--- src/rtl/dircc_msg_pkg.sv ---
// Shared constants for the inbound message writer: defaults, header layout, FSM encodings.
package dircc_msg_pkg;

  localparam int unsigned DATA_W         = 32;
  localparam int unsigned DEF_ADDR_W     = 13;
  localparam int unsigned DEF_BASE_ADDR  = 32'h1000;
  localparam int unsigned DEF_NUM_SLOTS  = 16;
  localparam int unsigned DEF_SLOT_WORDS = 32;

  // Slot header word layout, shared with the software header parser
  localparam int unsigned LEN_LSB   = 0;
  localparam int unsigned LEN_W     = 16;
  localparam int unsigned TRUNC_BIT = 31;

  localparam logic [1:0] ST_IDLE    = 2'd0;
  localparam logic [1:0] ST_PAYLOAD = 2'd1;
  localparam logic [1:0] ST_HEADER  = 2'd2;
  localparam logic [1:0] ST_DROP    = 2'd3;

  // Build the slot header word from the truncation flag and received beat count
  function automatic logic [DATA_W-1:0] make_hdr(input logic trunc, input logic [LEN_W-1:0] len);
    logic [DATA_W-1:0] h;
    h = '0;
    h[TRUNC_BIT] = trunc;
    h[LEN_LSB +: LEN_W] = len;
    return h;
  endfunction

endpackage

--- src/rtl/dircc_node_mem_msg_writer_if.sv ---
// Inbound word stream plus node RAM write port; master = stream source/RAM side, slave = writer.
interface dircc_node_mem_msg_writer_if
  import dircc_msg_pkg::*;
#(
  parameter int unsigned ADDR_W = DEF_ADDR_W
);
  logic              in_valid;
  logic              in_ready;
  logic [DATA_W-1:0] in_data;
  logic              in_sop;
  logic              in_eop;
  logic [ADDR_W-1:0] mem_address;
  logic              mem_chipselect;
  logic              mem_write;
  logic [3:0]        mem_byteenable;
  logic [DATA_W-1:0] mem_writedata;
  logic              mem_clken;

  modport master (
    output in_valid, in_data, in_sop, in_eop,
    input  in_ready, mem_address, mem_chipselect, mem_write, mem_byteenable, mem_writedata, mem_clken
  );

  modport slave (
    input  in_valid, in_data, in_sop, in_eop,
    output in_ready, mem_address, mem_chipselect, mem_write, mem_byteenable, mem_writedata, mem_clken
  );
endinterface

--- src/rtl/dircc_slot_ring_ctrl.sv ---
// Slot ring bookkeeping: fill pointer, occupancy count and commit/release arbitration.
module dircc_slot_ring_ctrl #(
  parameter  int unsigned NUM_SLOTS = 16,
  localparam int unsigned SLOT_W    = $clog2(NUM_SLOTS),
  localparam int unsigned CNT_W     = SLOT_W + 1
) (
  input  logic              clk,
  input  logic              reset,
  input  logic              commit,
  input  logic              slot_release,
  output logic [SLOT_W-1:0] wr_slot,
  output logic [CNT_W-1:0]  msg_count,
  output logic              msg_pending,
  output logic              full_c
);

  logic             rel_ok;
  logic [CNT_W-1:0] count_nxt;

  assign full_c = (msg_count == CNT_W'(NUM_SLOTS));

  // Next occupancy: a commit and a release in the same cycle cancel out
  always_comb begin
    rel_ok    = slot_release && (msg_count != '0);
    count_nxt = msg_count;
    if (commit && !rel_ok) begin
      count_nxt = msg_count + CNT_W'(1);
    end else if (!commit && rel_ok) begin
      count_nxt = msg_count - CNT_W'(1);
    end
  end

  // Pointer wraps naturally because NUM_SLOTS is a power of two
  always_ff @(posedge clk) begin
    if (reset) begin
      wr_slot     <= '0;
      msg_count   <= '0;
      msg_pending <= 1'b0;
    end else begin
      if (commit) begin
        wr_slot <= wr_slot + SLOT_W'(1);
      end
      msg_count   <= count_nxt;
      msg_pending <= (count_nxt != '0);
    end
  end

endmodule

--- src/rtl/dircc_node_mem_msg_writer.sv ---
// Inbound message DMA: writes each stream message into a ring slot of node RAM with a length header.
module dircc_node_mem_msg_writer
  import dircc_msg_pkg::*;
#(
  parameter  int unsigned ADDR_W     = DEF_ADDR_W,
  parameter  int unsigned BASE_ADDR  = DEF_BASE_ADDR,
  parameter  int unsigned NUM_SLOTS  = DEF_NUM_SLOTS,
  parameter  int unsigned SLOT_WORDS = DEF_SLOT_WORDS,
  localparam int unsigned SLOT_W     = $clog2(NUM_SLOTS),
  localparam int unsigned CNT_W      = SLOT_W + 1
) (
  input  logic                         clk,
  input  logic                         reset,
  dircc_node_mem_msg_writer_if.slave   bus,
  input  logic                         slot_release,
  output logic [CNT_W-1:0]             msg_count,
  output logic [SLOT_W-1:0]            wr_slot,
  output logic                         msg_pending,
  output logic [15:0]                  drop_count
);

  localparam int unsigned SLOT_SH = $clog2(SLOT_WORDS);

  logic [1:0]        state_q, state_nxt;
  logic [LEN_W-1:0]  idx_q, idx_nxt;
  logic              trunc_q, trunc_nxt;
  logic              mem_wr_nxt;
  logic [ADDR_W-1:0] mem_addr_nxt;
  logic [DATA_W-1:0] mem_data_nxt;
  logic              commit_c;
  logic              drop_inc_c;
  logic              full_c;
  logic              accept_c;
  logic [ADDR_W-1:0] slot_base_c;

  assign accept_c    = bus.in_valid && bus.in_ready;
  assign slot_base_c = ADDR_W'(BASE_ADDR) + (ADDR_W'(wr_slot) << SLOT_SH);
  assign bus.mem_clken = 1'b1;

  dircc_slot_ring_ctrl #(
    .NUM_SLOTS (NUM_SLOTS)
  ) u_ring (
    .clk          (clk),
    .reset        (reset),
    .commit       (commit_c),
    .slot_release (slot_release),
    .wr_slot      (wr_slot),
    .msg_count    (msg_count),
    .msg_pending  (msg_pending),
    .full_c       (full_c)
  );

  // Next-state, beat placement and write-port decode
  always_comb begin
    state_nxt    = state_q;
    idx_nxt      = idx_q;
    trunc_nxt    = trunc_q;
    mem_wr_nxt   = 1'b0;
    mem_addr_nxt = '0;
    mem_data_nxt = '0;
    commit_c     = 1'b0;
    drop_inc_c   = 1'b0;
    case (state_q)
      ST_IDLE: begin
        if (accept_c && bus.in_sop) begin
          if (full_c) begin
            if (bus.in_eop) begin
              drop_inc_c = 1'b1;
            end else begin
              state_nxt = ST_DROP;
            end
          end else begin
            mem_wr_nxt   = 1'b1;
            mem_addr_nxt = slot_base_c + ADDR_W'(1);
            mem_data_nxt = bus.in_data;
            idx_nxt      = LEN_W'(1);
            trunc_nxt    = 1'b0;
            state_nxt    = bus.in_eop ? ST_HEADER : ST_PAYLOAD;
          end
        end
      end
      ST_PAYLOAD: begin
        if (accept_c) begin
          // Word offset 0 holds the header, so payload room is SLOT_WORDS-1 beats
          if (idx_q < LEN_W'(SLOT_WORDS - 1)) begin
            mem_wr_nxt   = 1'b1;
            mem_addr_nxt = slot_base_c + ADDR_W'(1) + ADDR_W'(idx_q);
            mem_data_nxt = bus.in_data;
          end else begin
            trunc_nxt = 1'b1;
          end
          if (idx_q != '1) begin
            idx_nxt = idx_q + LEN_W'(1);
          end
          if (bus.in_eop) begin
            state_nxt = ST_HEADER;
          end
        end
      end
      ST_HEADER: begin
        mem_wr_nxt   = 1'b1;
        mem_addr_nxt = slot_base_c;
        mem_data_nxt = make_hdr(trunc_q, idx_q);
        commit_c     = 1'b1;
        state_nxt    = ST_IDLE;
      end
      ST_DROP: begin
        if (accept_c && bus.in_eop) begin
          drop_inc_c = 1'b1;
          state_nxt  = ST_IDLE;
        end
      end
      default: state_nxt = ST_IDLE;
    endcase
  end

  // State, message tracking and registered RAM port
  always_ff @(posedge clk) begin
    if (reset) begin
      state_q            <= ST_IDLE;
      idx_q              <= '0;
      trunc_q            <= 1'b0;
      bus.in_ready       <= 1'b0;
      bus.mem_address    <= '0;
      bus.mem_chipselect <= 1'b0;
      bus.mem_write      <= 1'b0;
      bus.mem_byteenable <= 4'h0;
      bus.mem_writedata  <= '0;
    end else begin
      state_q            <= state_nxt;
      idx_q              <= idx_nxt;
      trunc_q            <= trunc_nxt;
      bus.in_ready       <= (state_nxt != ST_HEADER);
      bus.mem_address    <= mem_addr_nxt;
      bus.mem_chipselect <= mem_wr_nxt;
      bus.mem_write      <= mem_wr_nxt;
      bus.mem_byteenable <= {4{mem_wr_nxt}};
      bus.mem_writedata  <= mem_data_nxt;
    end
  end

  // Saturating count of messages dropped because the ring was full
  always_ff @(posedge clk) begin
    if (reset) begin
      drop_count <= '0;
    end else if (drop_inc_c && (drop_count != 16'hFFFF)) begin
      drop_count <= drop_count + 16'd1;
    end
  end

endmodule
--- src/flat_wrapper.sv ---
// flat-port wrapper written by rule: the top's interface ports become plain ports
module dircc_node_mem_msg_writer_flat import dircc_msg_pkg::*;
#(
  parameter  int unsigned ADDR_W     = DEF_ADDR_W,
  parameter  int unsigned BASE_ADDR  = DEF_BASE_ADDR,
  parameter  int unsigned NUM_SLOTS  = DEF_NUM_SLOTS,
  parameter  int unsigned SLOT_WORDS = DEF_SLOT_WORDS,
  localparam int unsigned SLOT_W     = $clog2(NUM_SLOTS),
  localparam int unsigned CNT_W      = SLOT_W + 1
)
  (clk, reset, slot_release, msg_count, wr_slot, msg_pending, drop_count, bus_in_valid, bus_in_data, bus_in_sop, bus_in_eop, bus_in_ready, bus_mem_address, bus_mem_chipselect, bus_mem_write, bus_mem_byteenable, bus_mem_writedata, bus_mem_clken);
  dircc_node_mem_msg_writer_if #(.ADDR_W(ADDR_W)) bus_i ();
  input  logic clk;
  input  logic reset;
  input  logic slot_release;
  output logic [CNT_W-1:0] msg_count;
  output logic [SLOT_W-1:0] wr_slot;
  output logic msg_pending;
  output logic [15:0] drop_count;
  input wire logic [$bits(bus_i.in_valid)-1:0] bus_in_valid;
  input wire logic [$bits(bus_i.in_data)-1:0] bus_in_data;
  input wire logic [$bits(bus_i.in_sop)-1:0] bus_in_sop;
  input wire logic [$bits(bus_i.in_eop)-1:0] bus_in_eop;
  output wire logic [$bits(bus_i.in_ready)-1:0] bus_in_ready;
  output wire logic [$bits(bus_i.mem_address)-1:0] bus_mem_address;
  output wire logic [$bits(bus_i.mem_chipselect)-1:0] bus_mem_chipselect;
  output wire logic [$bits(bus_i.mem_write)-1:0] bus_mem_write;
  output wire logic [$bits(bus_i.mem_byteenable)-1:0] bus_mem_byteenable;
  output wire logic [$bits(bus_i.mem_writedata)-1:0] bus_mem_writedata;
  output wire logic [$bits(bus_i.mem_clken)-1:0] bus_mem_clken;
  assign bus_i.in_valid = bus_in_valid;
  assign bus_i.in_data = bus_in_data;
  assign bus_i.in_sop = bus_in_sop;
  assign bus_i.in_eop = bus_in_eop;
  assign bus_in_ready = bus_i.in_ready;
  assign bus_mem_address = bus_i.mem_address;
  assign bus_mem_chipselect = bus_i.mem_chipselect;
  assign bus_mem_write = bus_i.mem_write;
  assign bus_mem_byteenable = bus_i.mem_byteenable;
  assign bus_mem_writedata = bus_i.mem_writedata;
  assign bus_mem_clken = bus_i.mem_clken;
  dircc_node_mem_msg_writer #(.ADDR_W(ADDR_W), .BASE_ADDR(BASE_ADDR), .NUM_SLOTS(NUM_SLOTS), .SLOT_WORDS(SLOT_WORDS)) u_core (.clk(clk), .reset(reset), .bus(bus_i), .slot_release(slot_release), .msg_count(msg_count), .wr_slot(wr_slot), .msg_pending(msg_pending), .drop_count(drop_count));
endmodule
--- config.mk ---
export PLATFORM = sky130hd
export DESIGN_NAME = dircc_node_mem_msg_writer_flat
export DESIGN_NICKNAME = d
export VERILOG_FILES = /design/src/rtl/dircc_msg_pkg.sv /design/src/rtl/dircc_node_mem_msg_writer_if.sv /design/src/rtl/dircc_slot_ring_ctrl.sv /design/src/rtl/dircc_node_mem_msg_writer.sv /design/src/flat_wrapper.sv
export SDC_FILE = /design/constraint.sdc
export NUM_CORES = 1
export LEC_CHECK = 0
export ABC_AREA = 1
export CAP_MARGIN = 5
export CORE_MARGIN = 5
export CORE_UTILIZATION = 54
export DETAILED_ROUTE_END_ITERATION = 8
export GPL_TIMING_DRIVEN = 0
export PLACE_DENSITY = 0.94
export SLEW_MARGIN = 10
export SYNTH_ARGS = -nofsm -noshare
export SYNTH_HDL_FRONTEND = slang
export SYNTH_SLANG_ARGS = --single-unit
export TNS_END_PERCENT = 10
--- constraint.sdc ---
create_clock -name clk -period 3.9 [get_ports clk]
set_input_delay 0.78 -clock clk [delete_from_list [all_inputs] [get_ports clk]]
set_output_delay 0.78 -clock clk [all_outputs]
set_load 0.02 [all_outputs]
==> results of run 1 <==
-- through the flow --
| stage | power (mW) | hold WS [ns] |
|---|---|---|
| 2_1_floorplan | 1.79 | 0.439 |
| 3_3_place_gp | 2.11 | 0.478 |
| 3_5_place_dp | 2.17 | 0.491 |
| 4_1_cts | 2.77 | 0.504 |
| 5_1_grt | 2.92 | 0.521 |
| 6_report | 2.77 | 0.504 |
-- power groups by stage --
stage               Clock (mW)  Sequential, mW  Combinational [mW]
CTS                      0.614            1.10                1.06
floorplan                    0            1.19               0.604
detailed placement           0            1.12                1.05
global route             0.660            1.11                1.16
finish                   0.613            1.10                1.07
global placement             0            1.11                1.00
-- metal layers --
metal / track usage, % / vias up
met5: 0 / -
met4: 10.3 / 0
met3: 5.91 / 39
met2: 42.1 / 225
met1: 30.1 / 2211
li1: - / 2348
-- cell families after synthesis --
group,Yosys count,share of synthesized area [%]
other cells,2,0.159
compound gates,80,9.38
simple gates,361,34.0
xor+xnor,25,4.64
buf+inv,83,8.85
fa+ha+maj,15,3.97
flops,92,39.0
-- state kept, by name, summed over array words and instances, names as in the netlist --
name                       flops
u_core.bus.mem_write           1
u_core.bus.in_ready            1
u_core.u_ring.msg_pending      1
u_core.bus.mem_address        13
u_core.u_ring.wr_slot          4
u_core.trunc_q                 1
u_core.bus.mem_writedata      32
u_core.idx_q                  16
u_core.drop_count             16
u_core.state_q                 2
u_core.u_ring.msg_count        5
-- cell usage after synthesis (all sizes together), types with 2 or more instances --
cell type,instances
xor2,19
nand2,198
a31oi,3
dfxtp,92
nand3,44
nor3,8
or2,2
a21oi,57
nor4,2
conb,2
xnor2,6
nand4,15
clkinv,3
buf,24
o21bai,2
clkbuf,10
inv,46
o21ai,16
nor2,89
ha,15
-- worst min-delay path: stages, from the launching register on --
cell and delay, ns:
dfxtp_1 0.34, nand2_1 0.07, a21oi_1 0.06
-- layout make-up --
type,count,area [µm²],share of cell area (%)
Sequential cell,92,1840,29.8
Multi-Input combinational cell,484,2470,39.9
Clock inverter,6,46.3,0.748
Inverter,49,188,3.03
Timing Repair Buffer,114,1140,18.4
Tap cell,108,135,2.18
Clock buffer,10,138,2.22
Buffer,34,230,3.72
-- how the worst max path moves through the flow --
| stage | startpoint | end | slack [ns] | depth (start not counted) |
|---|---|---|---|---|
| finish | u_core.u_ring.wr_slot[3] | wr_slot[3] | 1.55 | 1 |
| global route | bus_in_valid | u_core.idx_q[7] | 1.47 | 9 |
| CTS | u_core.u_ring.wr_slot[3] | wr_slot[3] | 1.58 | 1 |
| detailed placement | bus_in_valid | u_core.idx_q[10] | 1.27 | 9 |
| global placement | bus_in_valid | u_core.idx_q[7] | 1.35 | 9 |
| floorplan | bus_in_valid | u_core.idx_q[13] | 2.05 | 10 |
==> reports/qor.yml, run 1 <==
track_usage_pct: 24.9
critPathTopFamily: "buffers and inverters"
vias_per_cell: 5.38
wl_met3_um: 949
switching_share_pct: 38.6
power_density_nw_per_um2: 448
hold_start: "u_core.drop_count[13]"
pwr-share-clk_pct: 22.1
hold_buffers: 0
finalHoldViolCount: 0
final_common_cell: "nand2_1"
cp_cell_sequence: "clkdlybuf4s50_1"
worst-path-buf-inv: 1
final_util_pct: 71.6
clk_latency_ns: 0.38
p_sw_mw: 1.07
antenna_found_initial: 0
drv_slew: 0
core_um2: 8640
intPower_mw: 1.70
hold_class: "register to register"
synth.avg_cell_area_um2: 7.18
fp.dieW_um: 104
grt_pass1_vias: 4747
fin_nets: 837
cts.clk_slew.worst_paths_ns: 0.10
setup_viol: 0
period_share_pct: 60.2
initial_core_util_pct: 54.7
num_io_pins: 117
hold_end: "u_core.drop_count[13]"
critPathCaptureType: "primary output"
synth-main-ff-cell: "dfxtp_1"
critPathArrivalTime_ns: 1.57
r2r_slack_ns: 1.81
worst_pin_slew_ns: 0.719
relSlewSlack_pct: 52.1
synth_seq_cells: 92
rsz0062_at_grt: "no"
grt_max_degree: 17
post_dp_cell_area_um2: 6000
cts.htree.levels: 3
ir_worst_vdd_mv: 0.421
synth_top_area_cell: "dfxtp_1"
nFillCells: 669
cts_tree: "yes"
async_flop_share_pct: 0
tns_ns: 0
maxCapViolCount: 0
fin_cells: 897
post-route-min-period_ns: 2.35
hpwl_mm: 10.3
wl_met2_mm: 6.53
row_count: 34
cts_setup_buffers: 0
yosysSeqAreaShare_pct: 39.0
synth.area.top_cells: "dfxtp_1 39%, nand2_1 15%, nor2_1 6.5%, a21oi_1 5.3%, nand3_1 4.0%"
portBuffers: 114
yosys_warnings: 0
met1_length_mm: 5.76
critical_path.slowest_cell: "clkdlybuf4s50_1"
dp_slack_ns: 1.27
final_layout_size_suffix_gt1_share_pct: 10.3
final_cell_mix: "187 x nand2_1, 114 x clkdlybuf4s50_1, 92 x dfxtp_1"
routed_wl_mm: 13.5
gp_congestion: 0.907
synth_top_area_share_pct: 39.0
holdPathStages: 2
status: "finished, final reports clean"
grt_pass1_wl_mm: 22.4
pwr-share-comb_pct: 38.4
vias: 4823
p_seq_share_pct: 39.5
timing.critical_path.fanout_max: 5
p_leak_nw: 2.37
path_class: "register to primary output"
cts_root_buffer: "clkbuf_8"
cts_sinks: 92
final_cell_area_um2: 6190
diodes: 0
clock_path_buffers: 2
gr-total-overflow: 0
cts_buffers: 9
critPathRequiredTime_ns: 3.12
yosys.cell_types.count: 44
synthCells: 658
wl_per_cell_um: 15.1
synth_edf_count: 0
area_delta_synth_final_pct: 31.0
skew_ns: 0.0111
remaining_drc_errors: 0
drt-initial-drc-count: 300
cts-resized-gates: 0
fmax_mhz: 426
ff2ff_path_depth: 8
critPathMaxStageDelay_ns: 0.69
cp-start-kind: "register"
dr.pass1.iters: 5
r2r_end: "u_core.idx_q[15]"
post-route-worst-setup-slack_ns: 1.55
ant_nets: 0
fp.dieH_um: 104
syn_area_um2: 4720
crit-reg2reg-launch: "u_core.state_q[0]"
die_area_um2: 10700
routed.top_layer: "met4"
place_inst: 881
No activity file was read; power rests on OpenSTA's default activity.
==> inputs of run 2 (changes only) <==
--- a/config.mk
+++ b/config.mk
@@ -8,10 +8,10 @@
 export ABC_AREA = 1
 export CAP_MARGIN = 5
 export CORE_MARGIN = 5
-export CORE_UTILIZATION = 54
+export CORE_UTILIZATION = 45
 export DETAILED_ROUTE_END_ITERATION = 8
 export GPL_TIMING_DRIVEN = 0
-export PLACE_DENSITY = 0.94
+export PLACE_DENSITY = 0.85
 export SLEW_MARGIN = 10
 export SYNTH_ARGS = -nofsm -noshare
 export SYNTH_HDL_FRONTEND = slang
==> constraint.sdc (replaced) <==
create_clock -name clk -period 1.9 [get_ports clk]
set_input_delay 0.38 -clock clk [delete_from_list [all_inputs] [get_ports clk]]
set_output_delay 0.38 -clock clk [all_outputs]
set_load 0.02 [all_outputs]
==> reports/qor.yml, run 2 (synthesis gave the netlist of run 1 again) <==
cp-start-kind: "register"  # unchanged
hold_buffers: 0  # unchanged
clock_path_buffers: 2  # unchanged
ant_nets: 0  # unchanged
place_inst: 909  # was 881
drt-initial-drc-count: 340  # was 300
critPathRequiredTime_ns: 1.52  # was 3.12 ns
ir_worst_vdd_mv: 0.399  # was 0.421 mV
hold_class: "primary input to register"  # was register to register
maxCapViolCount: 0  # unchanged
area_delta_synth_final_pct: 33.9  # was 31.0%
grt_pass1_wl_mm: 19.8  # was 22.4 mm
core_um2: 10300  # was 8640 µm²
design_power_total_mw: 5.82  # was 2.77 mW
clk_latency_ns: 0.38  # about the same
gr-usage-met1_pct: 24.2  # was 30.1%
row_count: 37  # was 34
relSlewSlack_pct: 51.4  # was 52.1%
diodes: 0  # unchanged
routed_wl_mm: 12.2  # was 13.5 mm
vias_per_cell: 4.96  # was 5.38
wl_per_cell_um: 13.2  # was 15.1 µm
grt_max_degree: 17  # unchanged
rsz0062_at_grt: "yes"  # was no
holdPathStages: 2  # unchanged
critPathMaxStageDelay_ns: 0.67  # was 0.69 ns
die_area_um2: 12600  # was 10,700 µm²
fp.dieH_um: 112  # was 104 µm
met2_usage_pct: 31.0  # was 42.1%
gp_congestion: 0.939  # was 0.907
critPathTopFamily: "buffers and inverters"  # unchanged
cts_sinks: 92  # unchanged
portBuffers: 114  # unchanged
post-route-worst-setup-slack_ns: 0.0249  # was 1.55 ns
post_dp_cell_area_um2: 6040  # was 6000 µm²
track_usage_pct: 18.8  # was 24.9%
p_leak_nw: 2.48  # was 2.37 nW
dp_slack_ns: -0.273  # was 1.27 ns
dr.pass1.iters: 5  # unchanged
power_density_nw_per_um2: 920  # was 448 nW/µm²
setup_viol: 0  # unchanged
largest_reg_flops: 32  # unchanged
timing.critical_path.fanout_max: 6  # was 5
final_util_pct: 61.5  # was 71.6%
grt.busiest_layer: "met2"  # unchanged
worst_pin_slew_ns: 0.728  # was 0.719 ns
initial_core_util_pct: 45.9  # was 54.7%
grt_pass1_vias: 4231  # was 4,747
top_register: "u_core.bus.mem_writedata"  # unchanged
tns_ns: 0  # unchanged
fmax_mhz: 533
r2r_end: "u_core.bus.mem_writedata[24]"  # was u_core.idx_q[15]
crit-reg2reg-launch: "u_core.state_q[1]"  # was u_core.state_q[0]
cts.clk_slew.worst_paths_ns: 0.10  # about the same
hold_start: "reset"  # was u_core.drop_count[13]
antenna_found_initial: 0  # unchanged
skew_ns: 0.0140  # was 0.0111 ns
nFillCells: 927  # was 669
period_share_pct: 98.7
final_common_cell: "nand2_1"  # unchanged
top_regs: "u_core.bus.mem_writedata: 32 flops, u_core.drop_count: 16 flops, u_core.idx_q: 16 flops"  # unchanged
critPathCaptureType: "primary output"  # unchanged
finalHoldViolCount: 0  # unchanged
final_cell_mix: "186 x nand2_1, 104 x clkdlybuf4s50_1, 86 x dfxtp_1"  # was 187 x nand2_1, 114 x clkdlybuf4s50_1, 92 x dfxtp_1
hpwl_mm: 8.90  # was 10.3 mm
fin_nets: 839  # was 837
vias: 4594  # was 4,823
cts_root_buffer: "clkbuf_8"  # unchanged
cp_cell_sequence: "clkdlybuf4s50_1"  # unchanged
fp.dieW_um: 112  # was 104 µm
remaining_drc_errors: 0  # unchanged
critical_path.slowest_cell: "clkdlybuf4s50_1"  # unchanged
cts_tree: "yes"  # unchanged
grt.met3_usage_pct: 3.40  # was 5.91%
post-route-min-period_ns: 1.88
hold_end: "u_core.u_ring.msg_count[1]"  # was u_core.drop_count[13]
r2r_slack_ns: 0.04  # was 1.81 ns
gr-total-overflow: 0  # unchanged
critPathArrivalTime_ns: 1.50  # was 1.57 ns
final_cell_area_um2: 6320  # was 6190 µm²
fin_cells: 927  # was 897
whs_ns: 0.458  # was 0.504 ns
cts_buffers: 9  # unchanged
drv_slew: 0  # unchanged
final_layout_size_suffix_gt1_share_pct: 12.5  # was 10.3%
num_io_pins: 117  # unchanged
status: "finished, final reports clean"  # unchanged
path_class: "register to primary output"  # unchanged
ff2ff_path_depth: 11  # was 8
cts.htree.levels: 3  # unchanged
worst-path-buf-inv: 1  # unchanged
-- run 2: cell types whose count changed in the layout (fill, tap and decap cells not counted), moves of 2 or more --
cell             delta
dlygate4sd2_1       +2
dfxtp_2             +6
ha_1                -2
nand3_1             -2
dfxtp_1             -6
clkdlybuf4s50_1    -10
dlymetal6s2s_1      +4
buf_4               +7
ha_2                +2
buf_2               -2
nor2_4              +2
-- run 2: final cells by class --
type	count	area (µm²)	share of cell area, %
multi-input combinational	484	2510	39.8
sequential	92	1850	29.2
timing repair buffer	117	1170	18.6
buffer	33	228	3.60
inverter	49	190	3.01
tap	136	170	2.69
clock buffer	10	128	2.02
clock inverter	6	71.3	1.13
-- run 2: power breakdown --
part | leakage [nW] | switching (mW) | internal, mW
clock network | 0.0992 | 0.755 | 0.626
logic | 1.64 | 1.28 | 0.910
registers | 0.747 | 0.146 | 2.10
-- run 2: how the worst max path moves through the flow --
stage	from	to	slack, ns	cells after the start
floorplan	u_core.u_ring.msg_count[0]	u_core.idx_q[13]	0.13	9
global placement	bus_in_valid	u_core.idx_q[13]	-0.26	9
detailed placement	bus_in_valid	u_core.idx_q[13]	-0.27	9
CTS	u_core.state_q[1]	u_core.bus.mem_writedata[24]	-0.004	11
global route	u_core.state_q[1]	u_core.bus.mem_writedata[14]	-0.05	11
finish	u_core.u_ring.wr_slot[0]	wr_slot[0]	0.02	1
-- run 2: worst reg2reg max path: stages, from the launching register on --
cell and delay, ns:
dfxtp_2 0.35, inv_1 0.10, ha_1 0.19, inv_2 0.11, nor2_1 0.12, nand3_1 0.13, nor2_4 0.15, nand3_2 0.15
nand2_4 0.15, buf_4 0.19, nand2_1 0.06, nor2_1 0.10
-- run 2: per-layer routing --
metal	share of wire, %	vias to the layer above
met5	0	-
met4	2.2	0
met3	5.3	21
met2	49	135
met1	44	2085
li1	-	2353
-- run 2: timing repair --
action | 4_1_cts | 5_1_grt
pin swaps | 2 | 5
gates resized for setup | 10 | 21
gates cloned | 0 | 0
buffers inserted | 1 | 2
setup endpoints to repair | 24 | 64
hold endpoints to repair | 0 | 0
